[src/rtl/sram_arb_pkg.sv]
// Shared definitions for the frame-SRAM port arbiter and the DDT capture front end.
package sram_arb_pkg;

  localparam int unsigned SRAM_ADDR_W     = 21;
  localparam int unsigned SRAM_DATA_W     = 27;
  localparam int unsigned SOURCE_NUM      = 1024;
  localparam int unsigned FRAME_WORDS_DEF = 1310720;
  localparam int unsigned FIFO_DEPTH_DEF  = 8;
  localparam int unsigned LINE_CNT_W      = 16;

  typedef enum logic [1:0] {
    ST_IDLE = 2'b00,
    ST_RD   = 2'b01,
    ST_WR   = 2'b10
  } arb_state_e;

  // Word address of the first pixel of a DDT source line (untruncated).
  function automatic logic [31:0] line_base(input logic [LINE_CNT_W-1:0] line_cnt);
    return 32'(SOURCE_NUM) * {16'd0, line_cnt};
  endfunction

endpackage

[src/rtl/sync_fifo.sv]
// Single-clock first-word-fall-through FIFO. Clocked on the falling edge to match
// the rest of the Sys_Clock domain; DEPTH must be a power of two.
module sync_fifo #(
  parameter int unsigned WIDTH = 8,
  parameter int unsigned DEPTH = 8
) (
  input  logic                         clk,
  input  logic                         rst_n,
  input  logic                         push,
  input  logic [WIDTH-1:0]             push_data,
  input  logic                         pop,
  output logic [WIDTH-1:0]             pop_data,
  output logic                         full,
  output logic                         empty,
  output logic [$clog2(DEPTH+1)-1:0]   count
);

  localparam int unsigned AW = $clog2(DEPTH);
  localparam int unsigned CW = $clog2(DEPTH + 1);

  logic [WIDTH-1:0] mem_q [DEPTH];
  logic [AW-1:0]    wr_ptr_q, wr_ptr_d;
  logic [AW-1:0]    rd_ptr_q, rd_ptr_d;
  logic [CW-1:0]    count_q, count_d;
  logic             do_push, do_pop;

  assign full     = (count_q == CW'(DEPTH));
  assign empty    = (count_q == '0);
  assign count    = count_q;
  assign pop_data = mem_q[rd_ptr_q];

  // A push into a full FIFO is legal only when the head leaves in the same cycle.
  always_comb begin
    do_push  = push && (!full || pop);
    do_pop   = pop && !empty;
    wr_ptr_d = wr_ptr_q + AW'(do_push);
    rd_ptr_d = rd_ptr_q + AW'(do_pop);
    count_d  = count_q + CW'(do_push) - CW'(do_pop);
  end

  always_ff @(negedge clk or negedge rst_n) begin
    if (!rst_n) begin
      wr_ptr_q <= '0;
      rd_ptr_q <= '0;
      count_q  <= '0;
    end else begin
      wr_ptr_q <= wr_ptr_d;
      rd_ptr_q <= rd_ptr_d;
      count_q  <= count_d;
    end
  end

  always_ff @(negedge clk) begin
    if (do_push) mem_q[wr_ptr_q] <= push_data;
  end

endmodule

[src/rtl/sram_port_arbiter.sv]
// Time-shares one single-port frame SRAM between the buffered DDT write stream and
// the fixed-latency RGB read stream; reads always win the slot.
module sram_port_arbiter
  import sram_arb_pkg::*;
#(
  parameter int unsigned ADDR_W      = SRAM_ADDR_W,
  parameter int unsigned DATA_W      = SRAM_DATA_W,
  parameter int unsigned FRAME_WORDS = FRAME_WORDS_DEF,
  parameter int unsigned FIFO_DEPTH  = FIFO_DEPTH_DEF
) (
  input  logic                  Sys_Clock,
  input  logic                  Reset,
  input  logic                  Wr_Valid,
  output logic                  Wr_Ready,
  input  logic [DATA_W-1:0]     Wr_Data,
  input  logic                  Wr_Line_Start,
  input  logic [LINE_CNT_W-1:0] Wr_Line_Cnt,
  input  logic                  Wr_Frame_Start,
  output logic                  Wr_Overflow,
  input  logic                  Rd_Frame_Start,
  input  logic                  Rd_Req,
  output logic                  Rd_Valid,
  output logic [DATA_W-1:0]     Rd_Data,
  output logic [ADDR_W-1:0]     SRAM_Addr,
  output logic                  SRAM_CE_n,
  output logic                  SRAM_WE_n,
  output logic                  SRAM_Oe,
  output logic [DATA_W-1:0]     SRAM_Dout,
  input  logic [DATA_W-1:0]     SRAM_Din
);

  localparam int unsigned ENTRY_W = ADDR_W + DATA_W;
  localparam int unsigned CNT_W   = $clog2(FIFO_DEPTH + 1);

  arb_state_e          state_q, state_d;
  logic [ADDR_W-1:0]   wr_addr_q, wr_addr_d;
  logic [ADDR_W-1:0]   rd_cnt_q, rd_cnt_d;
  logic                wr_ready_q, wr_ready_d;
  logic                ovf_q, ovf_d;
  logic [ADDR_W-1:0]   addr_q, addr_d;
  logic [DATA_W-1:0]   dout_q, dout_d;
  logic                ce_n_q, ce_n_d;
  logic                we_n_q, we_n_d;
  logic                oe_q, oe_d;
  logic                rd_valid_q, rd_valid_d;
  logic [DATA_W-1:0]   rd_data_q, rd_data_d;

  logic                accept_c, drop_c, pop_c;
  logic [ADDR_W-1:0]   push_addr_c, rd_addr_c;
  logic [ENTRY_W-1:0]  fifo_head;
  logic [ADDR_W-1:0]   head_addr;
  logic [DATA_W-1:0]   head_data;
  logic                fifo_full, fifo_empty;
  logic [CNT_W-1:0]    fifo_count, level_d;

  assign head_addr = fifo_head[ENTRY_W-1:DATA_W];
  assign head_data = fifo_head[DATA_W-1:0];

  sync_fifo #(
    .WIDTH (ENTRY_W),
    .DEPTH (FIFO_DEPTH)
  ) u_fifo (
    .clk       (Sys_Clock),
    .rst_n     (Reset),
    .push      (accept_c),
    .push_data ({push_addr_c, Wr_Data}),
    .pop       (pop_c),
    .pop_data  (fifo_head),
    .full      (fifo_full),
    .empty     (fifo_empty),
    .count     (fifo_count)
  );

  // Write side: address generation, ready and sticky overflow.
  always_comb begin
    accept_c    = Wr_Valid && wr_ready_q && !fifo_full;
    drop_c      = Wr_Valid && !accept_c;
    push_addr_c = Wr_Line_Start ? ADDR_W'(line_base(Wr_Line_Cnt)) : wr_addr_q + ADDR_W'(1);
    wr_addr_d   = accept_c ? push_addr_c : wr_addr_q;
    level_d     = fifo_count + CNT_W'(accept_c) - CNT_W'(pop_c);
    wr_ready_d  = (level_d != CNT_W'(FIFO_DEPTH));
    ovf_d       = ovf_q;
    if (Wr_Frame_Start) ovf_d = 1'b0;
    if (drop_c)         ovf_d = 1'b1;
  end

  // Read address: a frame start in the same cycle as a request reads word 0.
  always_comb begin
    rd_addr_c = Rd_Frame_Start ? '0 : rd_cnt_q;
    rd_cnt_d  = rd_cnt_q;
    if (Rd_Req) begin
      rd_cnt_d = (rd_addr_c == ADDR_W'(FRAME_WORDS - 1)) ? '0 : rd_addr_c + ADDR_W'(1);
    end else if (Rd_Frame_Start) begin
      rd_cnt_d = '0;
    end
  end

  // Slot selection and pin values for the state being entered.
  always_comb begin
    state_d = ST_IDLE;
    if (Rd_Req)           state_d = ST_RD;
    else if (!fifo_empty) state_d = ST_WR;
    pop_c  = (state_d == ST_WR);

    ce_n_d = 1'b1;
    we_n_d = 1'b1;
    oe_d   = 1'b0;
    addr_d = addr_q;
    dout_d = dout_q;
    case (state_d)
      ST_RD: begin
        ce_n_d = 1'b0;
        addr_d = rd_addr_c;
      end
      ST_WR: begin
        ce_n_d = 1'b0;
        we_n_d = 1'b0;
        oe_d   = 1'b1;
        addr_d = head_addr;
        dout_d = head_data;
      end
      default: ;
    endcase

    rd_valid_d = (state_q == ST_RD);
    rd_data_d  = (state_q == ST_RD) ? SRAM_Din : rd_data_q;
  end

  always_ff @(negedge Sys_Clock or negedge Reset) begin
    if (!Reset) begin
      state_q    <= ST_IDLE;
      wr_addr_q  <= '0;
      rd_cnt_q   <= '0;
      wr_ready_q <= 1'b0;
      ovf_q      <= 1'b0;
      addr_q     <= '0;
      dout_q     <= '0;
      ce_n_q     <= 1'b1;
      we_n_q     <= 1'b1;
      oe_q       <= 1'b0;
      rd_valid_q <= 1'b0;
      rd_data_q  <= '0;
    end else begin
      state_q    <= state_d;
      wr_addr_q  <= wr_addr_d;
      rd_cnt_q   <= rd_cnt_d;
      wr_ready_q <= wr_ready_d;
      ovf_q      <= ovf_d;
      addr_q     <= addr_d;
      dout_q     <= dout_d;
      ce_n_q     <= ce_n_d;
      we_n_q     <= we_n_d;
      oe_q       <= oe_d;
      rd_valid_q <= rd_valid_d;
      rd_data_q  <= rd_data_d;
    end
  end

  assign Wr_Ready    = wr_ready_q;
  assign Wr_Overflow = ovf_q;
  assign Rd_Valid    = rd_valid_q;
  assign Rd_Data     = rd_data_q;
  assign SRAM_Addr   = addr_q;
  assign SRAM_CE_n   = ce_n_q;
  assign SRAM_WE_n   = we_n_q;
  assign SRAM_Oe     = oe_q;
  assign SRAM_Dout   = dout_q;

endmodule

[config.mk]
export PLATFORM = sky130hd
export DESIGN_NAME = sram_port_arbiter
export DESIGN_NICKNAME = d
export VERILOG_FILES = /design/src/rtl/sram_arb_pkg.sv /design/src/rtl/sync_fifo.sv /design/src/rtl/sram_port_arbiter.sv
export SDC_FILE = /design/constraint.sdc
export NUM_CORES = 1
export LEC_CHECK = 0
export ABC_AREA = 0
export CAP_MARGIN = 20
export CELL_PAD_IN_SITES_DETAIL_PLACEMENT = 1
export CELL_PAD_IN_SITES_GLOBAL_PLACEMENT = 2
export CORE_MARGIN = 10
export CORE_UTILIZATION = 35
export DETAILED_ROUTE_END_ITERATION = 10
export PLACE_DENSITY = 0.75
export SLEW_MARGIN = 20
export SYNTH_ARGS = -nofsm -noshare
export SYNTH_HDL_FRONTEND = slang
export SYNTH_SLANG_ARGS = --single-unit
export TNS_END_PERCENT = 1
[constraint.sdc]
create_clock -name Sys_Clock -period 14.35 [get_ports Sys_Clock]
set_input_delay 1.435 -clock Sys_Clock [delete_from_list [all_inputs] [get_ports Sys_Clock]]
set_output_delay 1.435 -clock Sys_Clock [all_outputs]
set_load 0.01 [all_outputs]
==> impl.org, run 1 <==
** Outcome
- Outcome :: finished clean

** Drt
- Summed over all layers, the routed wires come to 53050 um.
- Number of DRC markers in iteration 0 :: 711
- In this run the remaining antenna-violating nets after routing total 0.
- # DRC :: 0
- Routed len/inst :: 20.79 um
- The pre-antenna-repair detailed-routing pass consisted of 4 iterations.
- The detailed router placed 12670 vias in this run.
- Dividing the detail-routed via count by the number of cells gives 4.964.

** Power and ir drop
- Power Density :: 200.3 nW/um^2
- Leakage power figure :: 0.01086 uW
- Total design power :: 5335 uW
- Across the VDD grid, the largest voltage drop is 0.1352 mV.

** Finish
- In the final layout, flip-flops and latches occupy 14890 um^2.
- The multi-input combinational cells in the finished layout cover a total of 5554 um^2.
- Fill cells :: 5879
- The post-route netlist has 14.78% of its cells at a drive strength greater than 1.
- Nets :: 1823
- Antenna Cells :: 0
- Area growth from synthesis to final layout :: 28.50%
- For this run, the number of standard cells in the final layout without fillers is 2552.

** Setup path
- Startpoint type of the worst setup path :: input pin
- Data arrives at the worst endpoint at 4.71 ns.
- Timing startpoint of the critical path :: Rd_Req
- Last element of the critical path :: Wr_Ready
- Required @ worst endpoint :: 7.59 ns
- Crit Reg-Reg Endpoint :: u_fifo.mem_q[7][23]
- Setup Crit Path Kind :: input pin to flip-flop
- Critical path capture point type :: flip-flop
- Worst r2r path cells :: 10
- Startpoint of the worst register-to-register path :: u_fifo.count[2]
- In this run the worst path has a maximum fanout of 71.
- Register-to-Register Setup Slack :: 10.88 ns

** Logic synthesis
- Of all flip-flops after synthesis, the portion carrying an async set or reset was 25.87%.
- Synthesis produced 1176 cells.
- Dominant cell type by area after synthesis :: sky130_fd_sc_hd__edfxtp_1
- Top_reg_cell synth :: sky130_fd_sc_hd__edfxtp_1
- Total nets after synthesis :: 1268
- The Yosys step of the flow raised 0 warnings.
- Flop and latch count out of synthesis :: 518
- Count leader, synth :: sky130_fd_sc_hd__edfxtp_1
- By count the netlist is led by sky130_fd_sc_hd__edfxtp_1 (384), sky130_fd_sc_hd__dfrtn_1 (132), sky130_fd_sc_hd__mux4_2 (96), sky130_fd_sc_hd__o21ai_0 (61), sky130_fd_sc_hd__nand2_1 (58).
- Syn_area_per_cell :: 17.63 um^2
- Sequential cells were found to cover 71.82% of the synthesized design area.
- The netlist uses 63 different library cells.
- Synthesized cell area :: 20730 um^2
- Cells taking the most area after synthesis :: sky130_fd_sc_hd__edfxtp_1 (56%), sky130_fd_sc_hd__dfrtn_1 (16%), sky130_fd_sc_hd__mux4_2 (10%)
- The top cell type by area accounts for 55.63% of the synthesized area.
- Number of flops mapped to enable cells by yosys :: 384

** Timing
- For the final routed database, the setup TNS stands at 0 ns.
- Setup repair after global routing left no endpoint under its margin.
- The total count of max-transition violations in the final report came to 0.
- Hold is met by 0.4287 ns.
- For the pin with the worst max-slew slack, the measured transition is 0.9682 ns.
- Worst relative slew slack :: 35.45%
- Across the routed clock network, the largest skew measured is 0.1012 ns.
- Setup violators final :: 0
- The hold violation total from the final report was 0.

** CTS
- CTS Buf Count :: 56
- After clock tree synthesis, the clock-pin slew on the worst setup and hold paths is 0.05 ns.
- The tree built by TritonCTS fans out to 518 sinks.
- The longest clock path from root to sink contains 3 buffers.
- For the worst-skew pair, the clock arrives at the later sink with an insertion delay of 0.67 ns.
- The number of hold buffers added after CTS was 0.
- Htree depth :: 2
- Buffers inserted during post-CTS setup optimization :: 0
- Clock root buffer :: sky130_fd_sc_hd__clkbuf_16
- TritonCTS built the clock tree.
- Post-CTS repair changed the size of 0 cells.

** Floorplan
- The die covers 69360 um^2.
- Horizontal die dimension :: 263.4 um
- The region available for standard cell placement spans 58800 um^2.
- The initialized floorplan defines 89 standard-cell rows.
- Initial Utilization :: 35.25%
- Floorplan die height :: 263.4 um
- # IOs :: 158

** GRT
- The total overflow left after global routing is 0.
- Number of antenna violations at the first check in global routing :: 1
- Largest net degree at the start of global routing :: 98
- The first global-routing pass estimated 82770 um of wire.
- Via count of the first global-routing pass :: 14360
- Global routing used 15.04% of the available tracks across all layers.

** Placed design
- Routability-driven placement finished with a final weighted congestion of 0.7570.
- # port buffers :: 152
- Cell count after placement :: 2061
- The HPWL after detailed placement is 28740 um.

** Run
- Count of max-cap constraint violations :: 0

** Hold path
- The tightest min-delay check is of the flip-flop to flip-flop type.
- The worst hold path begins at SRAM_Dout[19].
## registers in the layout (all words and copies together), names as in the netlist
signal / cells
Rd_Data: 27
Rd_Valid: 1
SRAM_Addr: 21
SRAM_CE_n: 1
SRAM_Dout: 27
SRAM_Oe: 1
SRAM_WE_n: 1
Wr_Overflow: 1
Wr_Ready: 1
rd_cnt_q: 21
state_q: 1
u_fifo.count: 4
u_fifo.mem_q: 384
u_fifo.rd_ptr_q: 3
u_fifo.wr_ptr_q: 3
wr_addr_q: 21
## area by class of cell
type                            instances  area share, %
Clock buffer                           75          6.351
Clock inverter                        417          6.586
Inverter                               26         0.3664
Multi-Input combinational cell        571          20.85
Sequential cell                       518          55.89
Tap cell                              773          3.631
Timing Repair Buffer                  172          6.327
## where the power goes
group          leakage, uW  switching, uW  internal [uW]
registers          0.00516            129           1930
clock network      0.00305            945           1020
logic              0.00265            689            616
## critical path: stages
cell and delay (ns):
sky130_fd_sc_hd__clkdlybuf4s50_1 0.85, sky130_fd_sc_hd__a21o_2 0.17, sky130_fd_sc_hd__buf_4 0.56, sky130_fd_sc_hd__inv_1 0.34, sky130_fd_sc_hd__ha_1 0.33, sky130_fd_sc_hd__inv_1 0.09, sky130_fd_sc_hd__ha_1 0.26, sky130_fd_sc_hd__a21o_1 0.18
sky130_fd_sc_hd__a21oi_1 0.20, sky130_fd_sc_hd__xor2_1 0.17, sky130_fd_sc_hd__nand4b_1 0.11
## stage by stage
step	setup WS, ns	util, %	area (um^2)
after detailed placement	2.323	39.45	23190
after floorplan	-0.04573	-	20730
final	2.886	45.30	26640
after global placement	2.322	39.45	23190
after global routing	2.631	45.30	26640
after CTS	2.869	45.30	26640
## cells in the final DEF, fill, tap and decap left out, drive strengths merged, types with 14 or more instances in the layout
| cell | netlist | routed |
|---|---|---|
| edfxtp | 384 | 384 |
| dfrtn | 132 | 132 |
| mux4 | 96 | 96 |
| a22oi | 16 | 16 |
| mux2i | 53 | 53 |
| clkdlybuf4s50 | 0 | 151 |
| o21ai | 61 | 61 |
| clkinv | 0 | 15 |
| xnor2 | 14 | 14 |
| clkbuf | 40 | 75 |
| nand2 | 58 | 58 |
| nor2 | 32 | 32 |
| nand3 | 24 | 24 |
| a21oi | 24 | 24 |
| buf | 20 | 21 |
| inv | 27 | 424 |
| nand4 | 15 | 15 |
| mux2 | 35 | 35 |
## cell families after synthesis
family | Yosys count | share of synthesized area [%]
xor gates and xnor gates | 26 | 1.099
AOI/OAI and AO/OA | 144 | 4.262
DFF | 518 | 71.82
muxes | 184 | 14.89
and+or+nand+nor | 202 | 5.282
adders and majority gates | 15 | 0.9779
buffers and inverters | 87 | 1.672
## per-layer routing
metal | part of all wire (%) | up-vias | global-route usage, %
met3 | 3.9 | 67 | 3.644
li1 | - | 5759 | -
met5 | 0.015 | - | 0
met4 | 1.6 | 2 | 4.986
met1 | 42 | 6591 | 17.78
met2 | 52 | 250 | 26.40
## how the worst min path moves through the flow
stage          depth (start not counted)  slack (ns)                  to
2_1_floorplan                          1        0.42  u_fifo.rd_ptr_q[0]
3_3_place_gp                           2        0.43       SRAM_Dout[15]
3_5_place_dp                           2        0.44       SRAM_Dout[19]
4_1_cts                                2        0.44       SRAM_Dout[17]
5_1_grt                                1        0.46         Rd_Data[16]
6_report                               2        0.43       SRAM_Dout[19]
(Power assumes the default switching activity.)
==> run 2: changes to the inputs <==
PLACE_DENSITY = 0.77   (was 0.75)
clock period = 10.25 ns   (was 14.35 ns; I/O delays follow)
==> run 2 against run 1 <==
Flip-flop and latch count is the same. Core utilization grew 0.19 points. Sequential share of layout area shrank 0.23 points. Count of clock-buffer cells in the layout shrank 10. Worst hold slack gained 0.010 ns. Clock skew grew 0.013 ns. Combinational power grew 39%. Global-route usage grew 0.23 points. Critical path depth shrank 5. Critical path type unchanged. Largest cell class unchanged.
==> impl.org, run 2 (synthesis results as in run 1) <==
** CTS
- CTS clk-pin slew, worst paths :: 0.05 ns
- Number of buffers inserted for hold repair after clock tree synthesis :: 0
- TritonCTS built the clock tree.
- Latest clock arrival within the worst-skew pair :: 0.68 ns
- Buffers inserted during post-CTS setup optimization :: 0
- For this design, the sink count on the clock tree is 518.
- The H-tree was split into 2 levels.
- The clock passes through at most 3 buffers.
- Post-CTS repair changed the size of 0 cells.
- CTS Buf Count :: 58
- In this run the clock root is driven by a sky130_fd_sc_hd__clkbuf_16.

** Setup path
- Buf+Inv Stages, Crit Path :: 3
- Highest-delay cell along the critical path :: sky130_fd_sc_hd__buf_4
- Crit path max fanout :: 48
- The largest single stage delay on the critical path is 0.70 ns.
- Critical path cell sequence :: clkdlybuf4s50_1, nand3_1, inv_2, nand2_1, nor3b_2, buf_4
- For the worst setup path, the data required time is 5.36 ns.
- Critical path capture point type :: flip-flop
- Worst path top cell family by delay :: buffers and inverters
- Setup Crit Path Kind :: input pin to flip-flop
- Worst r2r path cells :: 5
- The critical path runs through a total of 6 cells.
- STA classifies the critical path startpoint as an input pin.
- Arrival time at the worst endpoint :: 3.29 ns

** Drt
- Vias per cell :: 4.983
- Detailed-router iteration count before antenna repair :: 4
- For this block, the initial DRC count from the detailed router was 652.
- The detailed router placed 12740 vias in this run.
- The detail route stage leaves a number of antenna-violating nets equal to 0.
- Total Routed Length :: 53360 um
- After detailed routing, the average wire length per cell comes to 20.87 um.
- # DRC :: 0

** Timing
- Setup clock skew after layout :: 0.1145 ns
- Setup violations remaining at the end of the flow were counted as 0.
- Final Slew Violations :: 0
- Setup repair after global routing missed its margin :: false
- Measured against its own limit, the worst slew margin works out to 31.97%.
- Sum Neg Setup Slack :: 0 ns
- Tightest hold margin :: 0.4390 ns
- Transition time at the pin with the least slew margin :: 1.020 ns
- The worst path meets setup with 2.076 ns of slack.
- The hold violation total from the final report came to 0.

** Floorplan
- Measured along the y axis, the die boundary spans 263.4 um.
- For this design the top-level I/O count stands at 158.
- Core Region :: 58800 um^2
- Count of standard-cell rows :: 89
- Full die area :: 69360 um^2
- The die is 263.4 um wide.
- For this configuration, the core starts out at a cell density of 35.25%.

** Placed design
- Routability congestion estimate :: 0.7645
- Standard cell area after detailed placement :: 23210 um^2
- Once detailed placement completed, the half-perimeter wirelength came to 28790 um.
- Worst slack, placed :: 1.438 ns
- # port buffers :: 152

** GRT
- Global router's overall resource usage :: 15.27%
- The initial antenna violation count was 3.
- After global routing the overflow that remains totals 0.
- The via count of the first global-routing pass was 14630.
- Largest net degree at the start of global routing :: 135
- Global-route wire length before repair :: 83400 um

** Finish
- The register with the most flip-flops in the layout has 384 of them.
- Most flops, register :: u_fifo.mem_q
- In the layout the commonest cells are sky130_fd_sc_hd__inv_1 (415), sky130_fd_sc_hd__edfxtp_1 (384), sky130_fd_sc_hd__clkdlybuf4s50_1 (151).
- Area growth from synthesis to final layout :: 29.04%
- Nets :: 1827
- After routing the design area is 26750 um^2.
- The number of antenna diodes in the final layout is 0.
- Final design utilization :: 45.49%
- Of the cells placed in the final design, the portion with a size suffix greater than 1 is 15.41%.
- Leading cell type in the layout, fill and taps excluded :: sky130_fd_sc_hd__inv_1

** Power and ir drop
- Largest vdd supply drop :: 0.1665 mV
- Leakage power figure :: 0.01092 uW
- Power Density :: 283.0 nW/um^2

** Hold path
- Worst Hold Path Cells :: 2
- The tightest min-delay check is of the flip-flop to flip-flop type.

** Outcome
- The run finished with clean final reports.

** Run
- Count of max-cap constraint violations :: 0
run 2: cell count changes in the layout (fill, tap and decap cells not counted), sizes merged:
cell      previous run  this run
buf                 21        23
inv                424       427
bufinv               2         7
clkinv              15        17
clkbuf              75        65
clkinvlp             2         5
run 2: final cells by class:
| class | instances | area [um^2] |
|---|---|---|
| tap | 773 | 967.2 |
| inverter | 26 | 97.59 |
| timing repair buffer | 174 | 1704 |
| clock buffer | 65 | 1604 |
| fill | 5915 | 32050 |
| multi-input combinational | 571 | 5554 |
| clock inverter | 430 | 1934 |
| sequential | 518 | 14890 |
run 2: metrics by stage:
| step | instances | power [uW] |
|---|---|---|
| floorplan | 1176 | 4250 |
| global placement | 2063 | 4929 |
| detailed placement | 2063 | 4986 |
| CTS | 2557 | 7714 |
| global route | 2557 | 8069 |
| finish | 2557 | 7571 |
run 2: final timing paths:
kind	slack [ns]	to	startpoint
max	2.08	u_fifo.mem_q[5][30]	Wr_Valid
min in group asynchronous	5.53	Rd_Data[2]	Reset
max in group asynchronous	4.01	SRAM_Dout[4]	Reset
min reg2reg	0.44	SRAM_Dout[12]	SRAM_Dout[12]
min	0.44	SRAM_Dout[12]	SRAM_Dout[12]
max reg2reg	7.05	SRAM_Addr[20]	u_fifo.rd_ptr_q[0]
run 2: where the power goes:
group	switching [uW]	internal, uW	total (uW)
logic	963	861	1820
registers	188	2710	2890
clock network	1330	1520	2850
run 2: worst min-delay path: cells and delay by family (launching register included):
| kind | cells | cell delay [ns] |
|---|---|---|
| AO/OA/AOI/OAI | 1 | 0.06 |
| flip-flops | 1 | 0.41 |
| AND/OR/NAND/NOR | 1 | 0.05 |
run 2: metal layers:
layer / vias up / global-route usage (%) / part of all wire (%) / wire length, um
li1: 5760 / - / - / -
met1: 6625 / 17.40 / 41 / 21850
met2: 262 / 26.95 / 52 / 27960
met3: 91 / 3.820 / 4.2 / 2230
met4: 4 / 6.244 / 2.4 / 1302
met5: - / 0 / 0.049 / 26
